### src/rtl/alu_pkg.sv
// Shared opcodes, FSM state and datapath width
// for the ALU arbiter slice.
package alu_pkg;

  localparam int W = 4;

  localparam logic [2:0] OP_ADD = 3'b000;
  localparam logic [2:0] OP_SUB = 3'b001;
  localparam logic [2:0] OP_AND = 3'b010;
  localparam logic [2:0] OP_OR  = 3'b011;
  localparam logic [2:0] OP_NOT = 3'b100;

  typedef enum logic [1:0] {
    ST_IDLE = 2'd0,
    ST_EXEC = 2'd1,
    ST_RESP = 2'd2
  } state_e;

endpackage

### src/rtl/alu_arbiter_if.sv
// Request and response handshake bundle between
// the two command sources, the consumer and the arbiter.
interface alu_arbiter_if
  import alu_pkg::*;
#(
  parameter int DW = W
);

  logic          req0_valid;
  logic          req0_ready;
  logic [DW-1:0] req0_a;
  logic [DW-1:0] req0_b;
  logic [2:0]    req0_sel;

  logic          req1_valid;
  logic          req1_ready;
  logic [DW-1:0] req1_a;
  logic [DW-1:0] req1_b;
  logic [2:0]    req1_sel;

  logic          rsp_valid;
  logic          rsp_ready;
  logic [DW-1:0] rsp_y;
  logic          rsp_id;
  logic          rsp_err;
  logic          rsp_zero;

  modport master (
    output req0_valid, req0_a, req0_b, req0_sel,
    input  req0_ready,
    output req1_valid, req1_a, req1_b, req1_sel,
    input  req1_ready,
    input  rsp_valid, rsp_y, rsp_id, rsp_err, rsp_zero,
    output rsp_ready
  );

  modport slave (
    input  req0_valid, req0_a, req0_b, req0_sel,
    output req0_ready,
    input  req1_valid, req1_a, req1_b, req1_sel,
    output req1_ready,
    output rsp_valid, rsp_y, rsp_id, rsp_err, rsp_zero,
    input  rsp_ready
  );

endinterface

### src/rtl/alu.sv
// Combinational 4-bit ALU; illegal opcodes yield zero.
// Carries and borrows are dropped.
module alu
  import alu_pkg::*;
(
  input  logic [W-1:0] a_i,
  input  logic [W-1:0] b_i,
  input  logic [2:0]   sel_i,
  output logic [W-1:0] y_o
);

  always_comb begin
    y_o = '0;
    case (sel_i)
      OP_ADD:  y_o = a_i + b_i;
      OP_SUB:  y_o = a_i - b_i;
      OP_AND:  y_o = a_i & b_i;
      OP_OR:   y_o = a_i | b_i;
      OP_NOT:  y_o = ~a_i;
      default: y_o = '0;
    endcase
  end

endmodule

### src/rtl/alu_arbiter.sv
// Round-robin arbiter sharing one ALU between two
// requesters, with a registered tagged response.
module alu_arbiter
  import alu_pkg::*;
#(
  parameter int CNT_W = 8
) (
  input  logic             clk,
  input  logic             rst,
  alu_arbiter_if.slave     bus,
  output logic [CNT_W-1:0] done_cnt
);

  state_e           state_q, state_d;
  logic             last_id_q;
  logic [W-1:0]     a_q, b_q;
  logic [2:0]       sel_q;
  logic             id_q;
  logic [W-1:0]     y_q;
  logic             err_q, zero_q, rid_q;
  logic [CNT_W-1:0] cnt_q;

  logic         both_v, grant, idle;
  logic         accept, done;
  logic         alu_err;
  logic [W-1:0] alu_y;

  assign both_v = bus.req0_valid & bus.req1_valid;
  assign grant  = both_v ? ~last_id_q : bus.req1_valid;
  assign idle   = (state_q == ST_IDLE) & ~rst;

  assign bus.req0_ready = idle & bus.req0_valid & ~grant;
  assign bus.req1_ready = idle & bus.req1_valid & grant;

  assign accept = bus.req0_ready | bus.req1_ready;
  assign done   = (state_q == ST_RESP) & bus.rsp_ready;

  alu u_alu (
    .a_i  (a_q),
    .b_i  (b_q),
    .sel_i(sel_q),
    .y_o  (alu_y)
  );

  assign alu_err = sel_q > OP_NOT;

  always_comb begin
    state_d = state_q;
    unique case (state_q)
      ST_IDLE: if (accept) state_d = ST_EXEC;
      ST_EXEC: state_d = ST_RESP;
      ST_RESP: if (bus.rsp_ready) state_d = ST_IDLE;
      default: state_d = ST_IDLE;
    endcase
  end

  always_ff @(posedge clk) begin
    if (rst) begin
      state_q   <= ST_IDLE;
      last_id_q <= 1'b1;
      a_q       <= '0;
      b_q       <= '0;
      sel_q     <= '0;
      id_q      <= 1'b0;
      y_q       <= '0;
      err_q     <= 1'b0;
      zero_q    <= 1'b0;
      rid_q     <= 1'b0;
      cnt_q     <= '0;
    end else begin
      state_q <= state_d;
      if (accept) begin
        a_q       <= grant ? bus.req1_a : bus.req0_a;
        b_q       <= grant ? bus.req1_b : bus.req0_b;
        sel_q     <= grant ? bus.req1_sel : bus.req0_sel;
        id_q      <= grant;
        last_id_q <= grant;
      end
      if (state_q == ST_EXEC) begin
        y_q    <= alu_y;
        err_q  <= alu_err;
        zero_q <= (alu_y == '0);
        rid_q  <= id_q;
      end
      if (done) cnt_q <= cnt_q + 1'b1;
    end
  end

  assign bus.rsp_valid = (state_q == ST_RESP);
  assign bus.rsp_y     = y_q;
  assign bus.rsp_err   = err_q;
  assign bus.rsp_zero  = zero_q;
  assign bus.rsp_id    = rid_q;
  assign done_cnt      = cnt_q;

endmodule

### src/flat_wrapper.sv
// flat-port wrapper written by rule: the top's interface ports become plain ports
module alu_arbiter_flat import alu_pkg::*;
#(
  parameter int CNT_W = 8
)
  (clk, rst, done_cnt, bus_req0_valid, bus_req0_a, bus_req0_b, bus_req0_sel, bus_req0_ready, bus_req1_valid, bus_req1_a, bus_req1_b, bus_req1_sel, bus_req1_ready, bus_rsp_valid, bus_rsp_y, bus_rsp_id, bus_rsp_err, bus_rsp_zero, bus_rsp_ready);
  alu_arbiter_if bus_i ();
  input  logic clk;
  input  logic rst;
  output logic [CNT_W-1:0] done_cnt;
  input wire logic [$bits(bus_i.req0_valid)-1:0] bus_req0_valid;
  input wire logic [$bits(bus_i.req0_a)-1:0] bus_req0_a;
  input wire logic [$bits(bus_i.req0_b)-1:0] bus_req0_b;
  input wire logic [$bits(bus_i.req0_sel)-1:0] bus_req0_sel;
  output wire logic [$bits(bus_i.req0_ready)-1:0] bus_req0_ready;
  input wire logic [$bits(bus_i.req1_valid)-1:0] bus_req1_valid;
  input wire logic [$bits(bus_i.req1_a)-1:0] bus_req1_a;
  input wire logic [$bits(bus_i.req1_b)-1:0] bus_req1_b;
  input wire logic [$bits(bus_i.req1_sel)-1:0] bus_req1_sel;
  output wire logic [$bits(bus_i.req1_ready)-1:0] bus_req1_ready;
  output wire logic [$bits(bus_i.rsp_valid)-1:0] bus_rsp_valid;
  output wire logic [$bits(bus_i.rsp_y)-1:0] bus_rsp_y;
  output wire logic [$bits(bus_i.rsp_id)-1:0] bus_rsp_id;
  output wire logic [$bits(bus_i.rsp_err)-1:0] bus_rsp_err;
  output wire logic [$bits(bus_i.rsp_zero)-1:0] bus_rsp_zero;
  input wire logic [$bits(bus_i.rsp_ready)-1:0] bus_rsp_ready;
  assign bus_i.req0_valid = bus_req0_valid;
  assign bus_i.req0_a = bus_req0_a;
  assign bus_i.req0_b = bus_req0_b;
  assign bus_i.req0_sel = bus_req0_sel;
  assign bus_req0_ready = bus_i.req0_ready;
  assign bus_i.req1_valid = bus_req1_valid;
  assign bus_i.req1_a = bus_req1_a;
  assign bus_i.req1_b = bus_req1_b;
  assign bus_i.req1_sel = bus_req1_sel;
  assign bus_req1_ready = bus_i.req1_ready;
  assign bus_rsp_valid = bus_i.rsp_valid;
  assign bus_rsp_y = bus_i.rsp_y;
  assign bus_rsp_id = bus_i.rsp_id;
  assign bus_rsp_err = bus_i.rsp_err;
  assign bus_rsp_zero = bus_i.rsp_zero;
  assign bus_i.rsp_ready = bus_rsp_ready;
  alu_arbiter #(.CNT_W(CNT_W)) u_core (.clk(clk), .rst(rst), .bus(bus_i), .done_cnt(done_cnt));
endmodule
### config.mk
export PLATFORM = sky130hd
export DESIGN_NAME = alu_arbiter_flat
export DESIGN_NICKNAME = d
export VERILOG_FILES = /design/src/rtl/alu_pkg.sv /design/src/rtl/alu_arbiter_if.sv /design/src/rtl/alu.sv /design/src/rtl/alu_arbiter.sv /design/src/flat_wrapper.sv
export SDC_FILE = /design/constraint.sdc
export NUM_CORES = 1
export LEC_CHECK = 0
export CAP_MARGIN = 20
export CORE_MARGIN = 10
export CORE_UTILIZATION = 50
export DETAILED_ROUTE_END_ITERATION = 12
export PLACE_DENSITY = 0.83
export REMOVE_ABC_BUFFERS = 1
export SYNTH_ARGS = -nofsm -noshare
export SYNTH_HDL_FRONTEND = slang
export SYNTH_SLANG_ARGS = --single-unit
### constraint.sdc
create_clock -name clk -period 3.2 [get_ports clk]
set_input_delay 0.64 -clock clk [delete_from_list [all_inputs] [get_ports clk]]
set_output_delay 0.64 -clock clk [all_outputs]
set_load 0.02 [all_outputs]
==> results.json, run 1 <==
{
  "cts_root_buf": "clkbuf_4",
  "seq_area_frac_synth_pct": 37.6,
  "wl_per_cell_um": 13.6,
  "yosysMostFrequentCell": "nor2_1",
  "grt_overflow": 0,
  "cp-startpoint": "rst",
  "period_share_pct": 88.6,
  "clk_pin_slew_ns": 0.08,
  "tightest_slew_ns": 0.692,
  "antenna_found_initial": 0,
  "track_usage_pct": 13.2,
  "final.min_clock_period_ns": 2.84,
  "via_per_inst": 5.30,
  "yosys.area.top_type": "dfxtp_1",
  "path_cells": "clkdlybuf4s50_1 -> nor3_1 -> nand2_1 -> nor2_1 -> clkdlybuf4s50_1",
  "cts.sinks": 30,
  "cap_violations": 0,
  "status": "complete, no violations",
  "rows": 20,
  "core-area_mm2": 0.00305,
  "critPathMaxFanout": 3,
  "fin_skew_ns": 0.0153,
  "slowest_stage": "clkdlybuf4s50_1",
  "io_buffers": 44,
  "p_leak_nw": 0.809,
  "synth.top_cell.area_share_pct": 37.6,
  "syn_avg_cell_area_um2": 8.69,
  "synthCells": 184,
  "max_freq_ghz": 0.353,
  "yosys_warnings": 0,
  "worstHoldStart": "u_core.bus.rsp_err",
  "grt_setup_unrepaired": "no",
  "async_flop_share_pct": 0,
  "min_path_type": "reg2reg",
  "grt-busiest-layer": "met2",
  "dieArea_mm2": 0.00586,
  "crit_path_end_kind": "output pin",
  "ir_worst_vdd_uv": 240,
  "final_area_mm2": 0.00213,
  "crit_type": "in2out",
  "num_antenna_cells": 0,
  "grt_max_degree": 31,
  "place.gp.congestion": 0.844,
  "die_h_um": 76.6,
  "finalHoldViolCount": 0,
  "synth_area_leaders": "dfxtp_1 38%, nor2_1 8.0%, mux2i_1 7.5%, a211oi_1 6.1%, ha_1 5.5%",
  "required_ns": 2.56,
  "layout.nets": 262,
  "setup-tns-final_ns": 0,
  "critPathLaunchType": "input pin",
  "ctsResizeCount": 0,
  "synth_edf_count": 0,
  "cts_made_buffers": 5,
  "synth_top_cells_by_count": "34 x nor2_1, 30 x dfxtp_1, 13 x a211oi_1",
  "cts_setup_buffers": 0,
  "use_met3_pct": 4.72,
  "synth_cell_types": 46,
  "synth_ff_type": "dfxtp_1",
  "start_util_pct": 52.4,
  "cts_hold_buf": 0,
  "drc": 0,
  "drive_gt1_share_pct": 5.26,
  "cts_buffer_depth": 2,
  "gr-usage-met1_pct": 14.3,
  "cp_common_cell": "clkdlybuf4s50_1",
  "syn_to_final_growth_pct": 32.9,
  "htreeDepth": 2,
  "clock_latency_ns": 0.33,
  "maxSlewHeadroom_pct": 53.9,
  "r2r_start": "u_core.sel_q[2]",
  "dr.pass1.iters": 4,
  "grt_pass1_wl_um": 6660,
  "wl_um": 3700,
  "grtUsageMet2_pct": 22.4,
  "grt_pass1_vias": 1519,
  "ys_seq_elements": 30,
  "setup_viol": 0,
  "critPathArrivalTime_ns": 2.20,
  "slew_viol_final": 0,
  "max_stage_delay_ns": 0.62,
  "dp_hpwl_um": 2950,
  "syn_area_mm2": 0.00160,
  "cts_tree": "done",
  "postPlaceCellArea_mm2": 0.00207,
  "drtIter0Drc": 48,
  "ios": 45,
  "drtAntennaViolNets": 0,
  "pwr_density_cell_mw_per_mm2": 434,
  "num_vias": 1442,
  "die_w_um": 76.6
}
==> report_power, final <==
part	switching (mW)	total (mW)	leakage, nW	internal [mW]
clock network	0.126	0.232	0.0353	0.106
registers	0.0322	0.432	0.246	0.400
logic	0.126	0.259	0.529	0.133
==> worst max-delay path, delay by kind of cell <==
family        cells  cell delay [ns]
buf+inv           2             1.06
simple gates      3             0.49
==> flip-flops by register name, indices dropped and copies added, names as in the netlist, 2 cells and up <==
name              cells
u_core.done_cnt       8
u_core.a_q            4
u_core.b_q            4
u_core.bus.rsp_y      4
u_core.sel_q          3
u_core.state_q        2
==> layout by cell type (no fill, tap or decap), types with 5 or more instances in the layout <==
| cell | n |
|---|---|
| clkdlybuf4s50_1 | 44 |
| nor2_1 | 34 |
| dfxtp_1 | 30 |
| a211oi_1 | 13 |
| mux2i_1 | 12 |
| nand2_1 | 9 |
| inv_1 | 7 |
| a21oi_1 | 7 |
| ha_1 | 7 |
| xnor2_1 | 5 |
| xor2_1 | 5 |
| clkbuf_4 | 5 |
==> layer usage <==
layer	up-vias	wire, µm	part of all wire [%]
met5	-	0	0
met4	0	38	1.0
met3	5	264	7.1
met2	52	1790	48
met1	650	1620	44
li1	735	-	-
==> through the flow <==
step / hold WS (ns) / utilization [%] / worst slack (ns) / power [mW] / instances
2_1_floorplan: 0.425 / - / 1.03 / 0.600 / 174
3_3_place_gp: 0.441 / 67.7 / 0.483 / 0.691 / 264
3_5_place_dp: 0.449 / 67.7 / 0.378 / 0.701 / 264
4_1_cts: 0.460 / 69.6 / 0.376 / 0.931 / 272
5_1_grt: 0.478 / 69.6 / 0.319 / 0.988 / 272
6_report: 0.462 / 69.6 / 0.364 / 0.924 / 272
==> path summary, 6_finish.rpt <==
path	endpoint	slack, ns	depth (start not counted)
worst max-delay path	bus_req0_ready	0.36	5
worst min-delay path	u_core.bus.rsp_err	0.46	2
worst min register to register	u_core.bus.rsp_err	0.46	2
worst max register to register	u_core.bus.rsp_zero	0.87	11
==> final cells by class <==
class	instances	area, µm²
clock buffers	7	55.1
clock inverters	1	5.00
fillers	269	927
inverters	7	26.3
multi-input cells	137	928
flip-flops and latches	30	601
well taps	44	55.1
repair buffers	46	455
==> cell families (layout without fill, tap and decap cells) <==
logic type,count (synthesis),after routing,synth area share [%]
simple gates,70,70,21.7
compound gates,36,36,16.0
flops,30,30,37.6
buf+inv,17,61,4.38
mux,12,12,7.51
xor+xnor,10,10,5.48
fa+ha+maj,9,9,7.36
No activity file was read; power rests on OpenSTA's default activity.
==> inputs of run 2 (changes only) <==
--- a/config.mk
+++ b/config.mk
@@ -5,6 +5,7 @@
 export SDC_FILE = /design/constraint.sdc
 export NUM_CORES = 1
 export LEC_CHECK = 0
+export ABC_CLOCK_PERIOD_IN_PS = 3200
 export CAP_MARGIN = 20
 export CORE_MARGIN = 10
 export CORE_UTILIZATION = 50
==> results of run 2 <==
No change in the layout: final DEF, timing and power equal those of run 1.
